==> config.mk <==
export PLATFORM = sky130hd
export DESIGN_NAME = cnt_mod_chain
export DESIGN_NICKNAME = d
export VERILOG_FILES = /design/src/rtl/cnt_pkg.sv /design/src/rtl/cnt_digit.sv /design/src/rtl/cnt_mod_chain.sv
export SDC_FILE = /design/constraint.sdc
export NUM_CORES = 1
export LEC_CHECK = 0
export CORE_UTILIZATION = 40
export CTS_BUF_LIST = sky130_fd_sc_hd__clkbuf_4 sky130_fd_sc_hd__clkbuf_8 sky130_fd_sc_hd__clkbuf_16
export CTS_CLUSTER_SIZE = 25
export DETAILED_ROUTE_END_ITERATION = 16
export HOLD_SLACK_MARGIN = 0.15
export PLACE_DENSITY = 0.85
export SLEW_MARGIN = 20
export SYNTH_ARGS = -nofsm -noshare
export SYNTH_HDL_FRONTEND = slang
export SYNTH_SLANG_ARGS = --single-unit
export TNS_END_PERCENT = 10
==> constraint.sdc <==
create_clock -name clk -period 1.5 [get_ports clk]
set_input_delay 0.15 -clock clk [delete_from_list [all_inputs] [get_ports clk]]
set_output_delay 0.15 -clock clk [all_outputs]
set_load 0.05 [all_outputs]
==> src/rtl/cnt_pkg.sv <==
// Shared constants and helpers for the cascaded modulo counter.
// Direction encodings and load-value clamping live here.
package cnt_pkg;

  localparam logic CNT_UP = 1'b1;
  localparam logic CNT_DN = 1'b0;

  // Any value outside the digit's range saturates to the largest legal digit.
  function automatic int unsigned clamp_digit(int unsigned value, int unsigned base);
    return (value >= base) ? base - 1 : value;
  endfunction

endpackage

==> src/rtl/cnt_digit.sv <==
// One modulo-BASE digit with step, direction, clear and clamped load.
// Wraps between 0 and BASE-1 in both directions; never leaves that range.
module cnt_digit
  import cnt_pkg::*;
#(
  parameter int unsigned BASE = 10,
  parameter int unsigned DW   = 4
) (
  input  logic          clk,
  input  logic          reset,
  input  logic          step,
  input  logic          up_dn,
  input  logic          clr,
  input  logic          load,
  input  logic [DW-1:0] ld_val,
  output logic [DW-1:0] q,
  output logic          at_max,
  output logic          at_zero
);

  localparam logic [DW-1:0] MaxVal = DW'(BASE - 1);

  logic [DW-1:0] q_q;
  logic [DW-1:0] q_d;
  logic [DW-1:0] ld_clamped;

  assign ld_clamped = DW'(clamp_digit(32'(ld_val), BASE));

  always_comb begin
    q_d = q_q;
    if (clr) begin
      q_d = '0;
    end else if (load) begin
      q_d = ld_clamped;
    end else if (step) begin
      if (up_dn == CNT_UP) begin
        q_d = (q_q == MaxVal) ? '0 : q_q + 1'b1;
      end else begin
        q_d = (q_q == '0) ? MaxVal : q_q - 1'b1;
      end
    end
  end

  always_ff @(posedge clk) begin
    if (reset) begin
      q_q <= '0;
    end else begin
      q_q <= q_d;
    end
  end

  assign q       = q_q;
  assign at_max  = (q_q == MaxVal);
  assign at_zero = (q_q == '0);

endmodule

==> src/rtl/cnt_mod_chain.sv <==
// Cascaded modulo-BASE up/down counter with arming, load/clear and cascade carry.
// Digits ripple-enable each other; the chain carry also feeds a registered wrap pulse.
module cnt_mod_chain
  import cnt_pkg::*;
#(
  parameter int unsigned DIGITS = 2,
  parameter int unsigned BASE   = 10,
  parameter int unsigned DW     = 4
) (
  input  logic                 clk,
  input  logic                 reset,
  input  logic                 en,
  input  logic                 up_dn,
  input  logic                 load,
  input  logic [DIGITS*DW-1:0] load_val,
  input  logic                 clr,
  output logic [DIGITS*DW-1:0] cnt,
  output logic                 active,
  output logic                 carry_out,
  output logic                 wrap
);

  logic              active_q;
  logic              active_d;
  logic              wrap_q;
  logic              wrap_d;
  logic [DIGITS-1:0] at_max;
  logic [DIGITS-1:0] at_zero;
  logic [DIGITS-1:0] term;
  logic [DIGITS-1:0] step;
  logic [DIGITS:0]   lower_term;

  assign lower_term[0] = 1'b1;

  for (genvar i = 0; i < DIGITS; i++) begin : g_digit
    // Terminal value depends on direction: BASE-1 going up, 0 going down.
    assign term[i]         = (up_dn == CNT_UP) ? at_max[i] : at_zero[i];
    assign lower_term[i+1] = lower_term[i] & term[i];
    assign step[i]         = en & active_q & lower_term[i];

    cnt_digit #(
      .BASE (BASE),
      .DW   (DW)
    ) u_digit (
      .clk     (clk),
      .reset   (reset),
      .step    (step[i]),
      .up_dn   (up_dn),
      .clr     (clr),
      .load    (load),
      .ld_val  (load_val[i*DW +: DW]),
      .q       (cnt[i*DW +: DW]),
      .at_max  (at_max[i]),
      .at_zero (at_zero[i])
    );
  end

  assign carry_out = en & active_q & lower_term[DIGITS];

  always_comb begin
    // The first enable after reset only arms the chain; clr/load arm it too.
    active_d = active_q | en | clr | load;
    wrap_d   = carry_out & ~clr & ~load;
  end

  always_ff @(posedge clk) begin
    if (reset) begin
      active_q <= 1'b0;
      wrap_q   <= 1'b0;
    end else begin
      active_q <= active_d;
      wrap_q   <= wrap_d;
    end
  end

  assign active = active_q;
  assign wrap   = wrap_q;

endmodule

# After elaboration in Yosys (flattened, before gate mapping)
# Cells that the tools add are included.
# W data, S select, Z words.
# word_totals
regBits	10
out_inout_bits	11
word_cells	42
# classes
add_sub_neg	4
n_lt_le_gt_ge	2
eq_ne	2
mux	14
bitwise_logic	11
reduce_logical	5
# ops
cell	n
$mux W4	12
$add A4 B1 Y4 const B	2
$eq A4 B4 Y1 const B	2
$ge A4 B4 Y1 const B	2
$logic_not A4 Y1	2
$sub A4 B1 Y4 const B	2
$and A1 B1 Y1	6
$reduce_bool A2 Y1	2
$or A1 B1 Y1	3
$mux W1	2
$not A1 Y1	2
$reduce_or A2 Y1	1

# Depth between registers and ports, before layout
# Gate-level depths: netlist of run 1.
# logic_depth
ltp_word	6
depth_mapped	6

# Hierarchy
# Synthesis of run 1 repeated with hierarchy kept, for this count alone.
# unflattened
hier_cells	104
area_unflattened_um2	850.8
# by_module_without_submodules
mod	n_inst	cells_per_inst	area_per_inst_um2
cnt_digit	2	46	372.9
cnt_mod_chain	1	12	105.1

# Worst setup path before layout of run 1
# Ideal clock, no wire load.
# synth_path
kind	register to output
startpoint	register g_digit[0].u_digit.q_q[3]
endpoint	output carry_out
arrival_time_ps	2224
required_ps	1350
path_slack_ps	-874
stages_incl_launch_ff	5
n_path_buf	0
cell_sequence	dfxtp_1 and3_1 o21ai_1 or4_1 nor2_1
# synth_between
elab_chain_len	4
# synth_rtl
item	line	rtl
start: declaration	cnt_digit.sv:23	logic [DW-1:0] q_q;
start signal: assignment	cnt_digit.sv:48	q_q <= q_d;
$eq A4 B4 Y1 or $logic_not A4 Y1 (tied branches)	cnt_digit.sv:53, cnt_digit.sv:54	
$mux W1 *	cnt_mod_chain.sv:37	assign term[i] = (up_dn == CNT_UP) ? at_max[i] : at_zero[i];
$and A1 B1 Y1 *	cnt_mod_chain.sv:38	assign lower_term[i+1] = lower_term[i] & term[i];
$and A1 B1 Y1 *	cnt_mod_chain.sv:58	assign carry_out = en & active_q & lower_term[DIGITS];
end: declaration	cnt_mod_chain.sv:19	output logic carry_out,
# Mark *: on every way between the ends. The rest lies on a longest branch, timed or not.

# Worst setup path in the final report of run 1
# layout_path
startpoint	register g_digit[0].u_digit.q_q[0]
endpoint	output carry_out
# The elaborated chain is that of the path after synthesis.

==> results by group, run 1 <==
Job
  – Max cap viols: 0

Critical path
  – Slowest stage delay, CP: 440 ps
  – Slowest CP cell: or4_4
  – Worst Path Required: 1350 ps
  – Worst setup SP type: flop
  – Critical path type: reg2out
  – Cell breakdown of the critical path: nor3_4 > o21ai_1 > or4_4 > nor2_4 > buf_12
  – Worst-path maximum fanout: 3
  – R2R Path End: g_digit[1].u_digit.q[3]
  – Reg-to-reg slack, setup: -10 ps
  – CP Capture Type: primary output
  – Worst Reg2Reg Path Length in Cells: 6
  – FF-to-FF Start: g_digit[0].u_digit.q[0]
  – Worst Path Arrival: 1630 ps

Detailed routing
  – WL/cell: 13.76 µm
  – Routed vias: 987
  – Initial DRT Pass Iterations: 4
  – DRC viols: 0
  – Initial DRC count: 42
  – Antenna viol nets, final: 0
  – Vias/cell: between 5 and 6
  – Total routed wirelength: ~2400 µm

Yosys
  – Sequential share of the synthesized area: 0.2576
  – Post-Syn Nets: 124
  – Synth cell types: 37
  – Area leader, netlist: dfxtp_1
  – Synth area leaders: dfxtp_1, o21ai_0, a21oi_1
  – Top cell type's share of synthesized area: 0.2576
  – Synthesized cell area: between 700 and 800 µm²
  – Synth warnings: 0
  – Yosys reg bits: 10
  – Post-Synthesis Cells: between 100 and 150
  – Post-synth top flop: dfxtp_1
  – Synth Area per Inst: 7.064 µm²
  – Post-synth EDFFs: 0
  – Async SR Flop Fraction: 0

Power and ir drop
  – Clk network pwr share: 0.319
  – Leakage: 0.4993 nW
  – Int Power: 0.0005515 W
  – Pwr dens: 659.7 nW/µm²
  – Sequential share of power: 0.350
  – Switch share: 0.3418
  – Comb pwr share: 0.332
  – Max VDD drop: 0.4321 mV
  – Switching pwr: 0.0002863 W

GRT
  – Initial antenna violation count: 0
  – First-pass GRT wire length: 4126 µm
  – Vias in the first global route: 933
  – Total GRT Usage: 0.2733
  – Largest net degree at the start of global routing: 13
  – Gr ovfl total: 0

STA
  – RSZ-0062 raised after global routing: yes
  – Setup ws final: -282.7 ps
  – Final Max Slew Viols: 0
  – Fmax: 561.0 MHz
  – Post-route clock period utilization: 1.188
  – Worst slew pin tran: 311.3 ps
  – Slew margin rel.: 0.7898
  – Setup Viol. Count Final: 2
  – Min cycle time layout: 1783 ps
  – Final hold violation count: 0
  – Fin Clk Skew: 1.208 ps

Placed design
  – Buffers on Ports: 24
  – DP HPWL: 1770 µm
  – Pre-CTS worst setup slack: -493.4 ps
  – Placer Congestion: 0.8158

Finish
  – N_diodes: 0
  – Ratio of cells with drive above 1 in the final layout: 0.3557
  – Layout area overhead: 63.45%
  – Layout Utilization: 0.7199
  – Nets: 164
  – Commonest non-fill, non-tap cells in the layout: buf_4, o21ai_0, clkdlybuf4s50_1
  – Commonest non-fill, non-tap cell in the layout: buf_4

Run status
  – Violated checks: setup timing
  – Status: finished, violations left

Clocking
  – Cts hold-fix bufs: 0
  – Later-pin clock latency in the skew report: 280 ps
  – Clock tree from TritonCTS: built
  – Clock net sink count: 10
  – CTS H-tree depth: 1
  – Root Buffer: clkbuf_4
  – Clock buffer count from CTS: 3
  – Clock Pin Slew Worst Setup and Hold Paths: 80 ps
  – CTS Buffer Depth: 2

Worst hold path
  – Worst Hold Class: in2reg
  – Min-delay src: reset
  – Worst Hold End: active
  – Worst Hold Depth: 2

Floorplan
  – Initial core utilization: 0.4404
  – Die extent in x: 46.08 µm
  – Die Span Y: 46.08 µm
  – Die area: 2123 µm²
  – Num rows: 15
  – Io pins: 25
  – Core area: 1764 µm²
-- stage by stage --
step	TNS [ps]	total power, W	hold WS (ps)	std cells	area [µm²]
after CTS	-268.9	0.0008263	415.3	173	1262
after floorplan	-315.5	0.0004491	222.4	110	858.3
after detailed placement	-2198	0.0005641	513.7	169	1215
final	-292.6	0.0008379	408.8	174	1270
after global routing	-422.5	0.0008803	443.7	174	1270
after global placement	-1632	0.0005546	505.0	169	1215
-- critical path, delay by kind of cell, from the launching register on --
family                 cells  cell delay [ps]
AND/OR/NAND/NOR            3              750
flip-flops                 1              360
buffers and inverters      1              140
AO/OA/AOI/OAI              1               90
-- synth_stat cells, types with 2 or more instances --
cell type / instances
o31ai_1: 2
xor2_1: 2
and2_1: 3
nor4_1: 3
clkbuf_1: 6
dfxtp_1: 10
and3_1: 2
inv_1: 6
o21a_1: 3
nand3_1: 2
a21oi_1: 8
a31oi_1: 6
nor2b_1: 2
o21ai_0: 13
nand3b_1: 2
nand2_1: 7
xnor2_1: 2
nor3_1: 3
nor2_1: 10
-- cell families (layout without fill, tap and decap cells) --
family | after synthesis | count (layout) | synth area share
compound gates | 42 | 42 | 0.3430
simple gates | 40 | 40 | 0.2754
flops | 10 | 10 | 0.2576
buf+inv | 14 | 53 | 0.07889
xor+xnor | 4 | 4 | 0.04510
-- flip-flops by register name, summed over array words and instances, names as in the netlist --
register,count
g_digit.u_digit.q,8
wrap,1
active,1
-- power groups by stage --
stage	combinational, W	sequential (W)	clock (W)
after floorplan	0.000115	0.000334	0
after global placement	0.000258	0.000296	0
after detailed placement	0.000267	0.000297	0
after CTS	0.000271	0.000292	0.000263
after global routing	0.000299	0.000295	0.000286
final	0.000278	0.000293	0.000267
-- cell type report --
| class | count | area, µm² |
|---|---|---|
| Clock buffer | 4 | 36.28 |
| Fill cell | 147 | 494.2 |
| Timing Repair Buffer | 43 | 391.6 |
| Inverter | 6 | 22.52 |
| Sequential cell | 10 | 222.7 |
| Multi-Input combinational cell | 86 | 565.5 |
| Tap cell | 25 | 31.28 |
-- per-layer routing --
metal  track usage  routed length (µm)  up-vias
met1        0.3708                1048      451
li1              -                   -      485
met3       0.03922                 148        9
met5             0                   0        -
met4        0.1353                  68        0
met2        0.4197                1129       42
-- worst max path at each step --
| stage | endpoint | startpoint | slack, ps |
|---|---|---|---|
| global route | carry_out | g_digit[0].u_digit.q[0] | -340 |
| CTS | carry_out | g_digit[1].u_digit.q[3] | -270 |
| finish | carry_out | g_digit[0].u_digit.q[0] | -280 |
| floorplan | carry_out | g_digit[1].u_digit.q[0] | -150 |
| detailed placement | carry_out | up_dn | -490 |
| global placement | carry_out | up_dn | -420 |
-- what timing repair did --
item                                    CTS  global route
buffers inserted                          0             1
gates resized for setup                   3             0
endpoints found under the setup margin    4             4
pin swaps                                 2             3
Power figures use the tool's default switching activity.
==> run 2, diff against run 1 <==
--- a/config.mk
+++ b/config.mk
@@ -13,3 +13,2 @@
 export PLACE_DENSITY = 0.85
-export SLEW_MARGIN = 20
 export SYNTH_ARGS = -nofsm -noshare
--- a/constraint.sdc
+++ b/constraint.sdc
@@ -3,2 +3,2 @@
 set_output_delay 0.15 -clock clk [all_outputs]
-set_load 0.05 [all_outputs]
+set_load 0.02 [all_outputs]
==> results by group, run 2 (same netlist as run 1, synthesis figures left out) <==
Run status
  – Status: finished, violations left
  – Violated checks: setup timing

Power and ir drop
  – Int Power: 0.0005487 W (-0.52%)
  – Max VDD drop: 0.7604 mV (+76%)
  – Sequential share of power: 0.367 (+0.017)
  – Switching pwr: 0.0002344 W (-18%)
  – Pwr dens: 619.7 nW/µm² (-6.1%)
  – Leakage: 0.5219 nW (+4.5%)
  – Clk network pwr share: 0.316 (-0.003)
  – Switch share: 0.2994 (-0.04239)
  – Comb pwr share: 0.317 (-0.015)

Critical path
  – Worst Setup SP: g_digit[1].u_digit.q[0]
  – Worst setup SP type: flop
  – CP Capture Type: primary output
  – Worst Path Arrival: 1580 ps (-50 ps)
  – FF-to-FF Start: g_digit[1].u_digit.q[1]
  – Reg-to-reg slack, setup: -10 ps (about the same)
  – Worst-path maximum fanout: 3 (unchanged)
  – Worst Path Required: 1350 ps (about the same)
  – Critical path type: reg2out

Floorplan
  – Io pins: 25 (unchanged)
  – Die extent in x: 46.08 µm (unchanged)
  – Initial core utilization: 0.4404 (unchanged)
  – Core area: 1764 µm² (unchanged)
  – Num rows: 15 (unchanged)
  – Die Span Y: 46.08 µm (unchanged)
  – Die area: 2123 µm² (unchanged)

STA
  – Hold_ws: 434.6 ps (+25.83 ps)
  – Min cycle time layout: 1730 ps (-52.85 ps)
  – Fmax: 578.1 MHz (+3.1%)
  – Fin Clk Skew: 5.554 ps (+4.346 ps)
  – Worst slew pin tran: 359.3 ps (+48.00 ps)
  – Setup Viol. Count Final: 2 (unchanged)
  – Post-route clock period utilization: 1.153 (-0.03524)
  – RSZ-0062 raised after global routing: yes
  – Setup ws final: -229.8 ps (+52.85 ps)
  – Final hold violation count: 0 (unchanged)
  – Final Max Slew Viols: 0 (unchanged)
  – Final TNS setup: -242.7 ps (+49.97 ps)
  – Slew margin rel.: 0.7574 (-0.03241)

GRT
  – Initial antenna violation count: 0 (unchanged)
  – Gr ovfl total: 0 (unchanged)
  – Largest net degree at the start of global routing: 12 (-1)
  – Total GRT Usage: 0.2413 (-0.03202)
  – Vias in the first global route: 829 (-11%)
  – First-pass GRT wire length: 3588 µm (-13%)

Clocking
  – Later-pin clock latency in the skew report: 270 ps (about the same)
  – Post-CTS Setup Bufs: 0 (unchanged)
  – Clock buffer count from CTS: 3 (unchanged)
  – Clock net sink count: 10 (unchanged)
  – Clock Pin Slew Worst Setup and Hold Paths: 70 ps (about the same)
  – Clock tree from TritonCTS: built
  – CTS H-tree depth: 1 (unchanged)
  – CTS Buffer Depth: 2 (unchanged)
  – Root Buffer: clkbuf_4
  – Cts hold-fix bufs: 0 (unchanged)

Detailed routing
  – Routed vias: 990 (+0.30%)
  – Total routed wirelength: 2316 µm (-3.3%)
  – Initial DRC count: 25 (-40%)
  – Antenna viol nets, final: 0 (unchanged)
  – Initial DRT Pass Iterations: 4 (unchanged)
  – Vias/cell: 5.625 (-0.84%)
  – DRC viols: 0 (unchanged)
  – WL/cell: 13.16 µm (-4.4%)

Finish
  – Largest register FFs: 8 (unchanged)
  – Ratio of cells with drive above 1 in the final layout: 0.2848 (-0.07094)
  – Layout area overhead: 62.64%
  – Commonest non-fill, non-tap cell in the layout: buf_4
  – Commonest non-fill, non-tap cells in the layout: buf_4, clkdlybuf4s50_1, o21ai_0
  – Nets: 166 (+1.2%)
  – N_diodes: 0 (unchanged)

Worst hold path
  – Min-delay src: reset
  – Worst Hold Class: in2reg

Job
  – Max cap viols: 0 (unchanged)

Placed design
  – Placer Congestion: 0.8082 (-0.93%)
  – DP HPWL: 1780 µm (+0.53%)
  – Buffers on Ports: 24 (unchanged)
-- run 2: cell count changes in the layout (fill, tap and decap cells not counted), sizes merged --
| cell | delta |
|---|---|
| clkdlybuf4s50 | +2 |
| buf | -8 |
| dlygate4sd2 | +8 |
-- run 2: metrics by stage --
| step | util | instance area (µm²) | total power, W | std cells | worst slack (ps) |
|---|---|---|---|---|---|
| CTS | 0.7007 | 1236 | 0.0007791 | 176 | -255.1 |
| detailed placement | 0.6816 | 1202 | 0.0005378 | 172 | -817.8 |
| global placement | 0.6816 | 1202 | 0.0005304 | 172 | -754.3 |
| global route | 0.7163 | 1264 | 0.0008231 | 176 | -283.5 |
| finish | 0.7163 | 1264 | 0.0007831 | 176 | -229.8 |
| floorplan | - | 832.0 | 0.0004206 | 110 | 5.098 |
-- run 2: critical path, cell delays in order (launching register included) --
cell and delay (ps):
dfxtp_4 370, and2_4 140, a21oi_1 60, or4_4 500
nor2_4 120, buf_6 120
-- run 2: layout make-up --
cell class / count / area, µm²
clock buffers: 4 / 36.28
fillers: 149 / 500.5
inverters: 6 / 22.52
multi-input cells: 86 / 574.3
flip-flops and latches: 10 / 211.5
well taps: 25 / 31.28
repair buffers: 45 / 387.9
-- run 2: final timing paths --
check                            end  depth (start not counted)
max                        carry_out                          5
min                           active                          2
max reg2reg  g_digit[1].u_digit.q[2]                          5
min reg2reg                   active                          2
-- run 2: routing by layer --
| layer | part of all wire | global-route usage |
|---|---|---|
| met3 | 0.075 | 0.05490 |
| met4 | 0.011 | 0.08235 |
| met1 | 0.43 | 0.3095 |
| met5 | 0 | 0 |
| met2 | 0.49 | 0.3944 |
-- run 2: power by group through the flow --
stage / clock network, W / logic [W] / registers (W)
after floorplan: 0 / 0.000111 / 0.000309
after global placement: 0 / 0.000238 / 0.000292
after detailed placement: 0 / 0.000245 / 0.000293
after CTS: 0.000253 / 0.000240 / 0.000287
after global routing: 0.000264 / 0.000270 / 0.000288
final: 0.000247 / 0.000248 / 0.000287
-- run 2: what timing repair did --
| item | in CTS | in global routing |
|---|---|---|
| setup endpoints to repair | 10 | 3 |
| pin swaps | 0 | 0 |
| gates resized for setup | 17 | 4 |
==> run 3, diff against run 2 <==
Settings changed: HOLD_SLACK_MARGIN 0.15 to not set.
==> results of run 3 <==
Same layout as run 2: the final DEF is identical, and so are final timing and power.
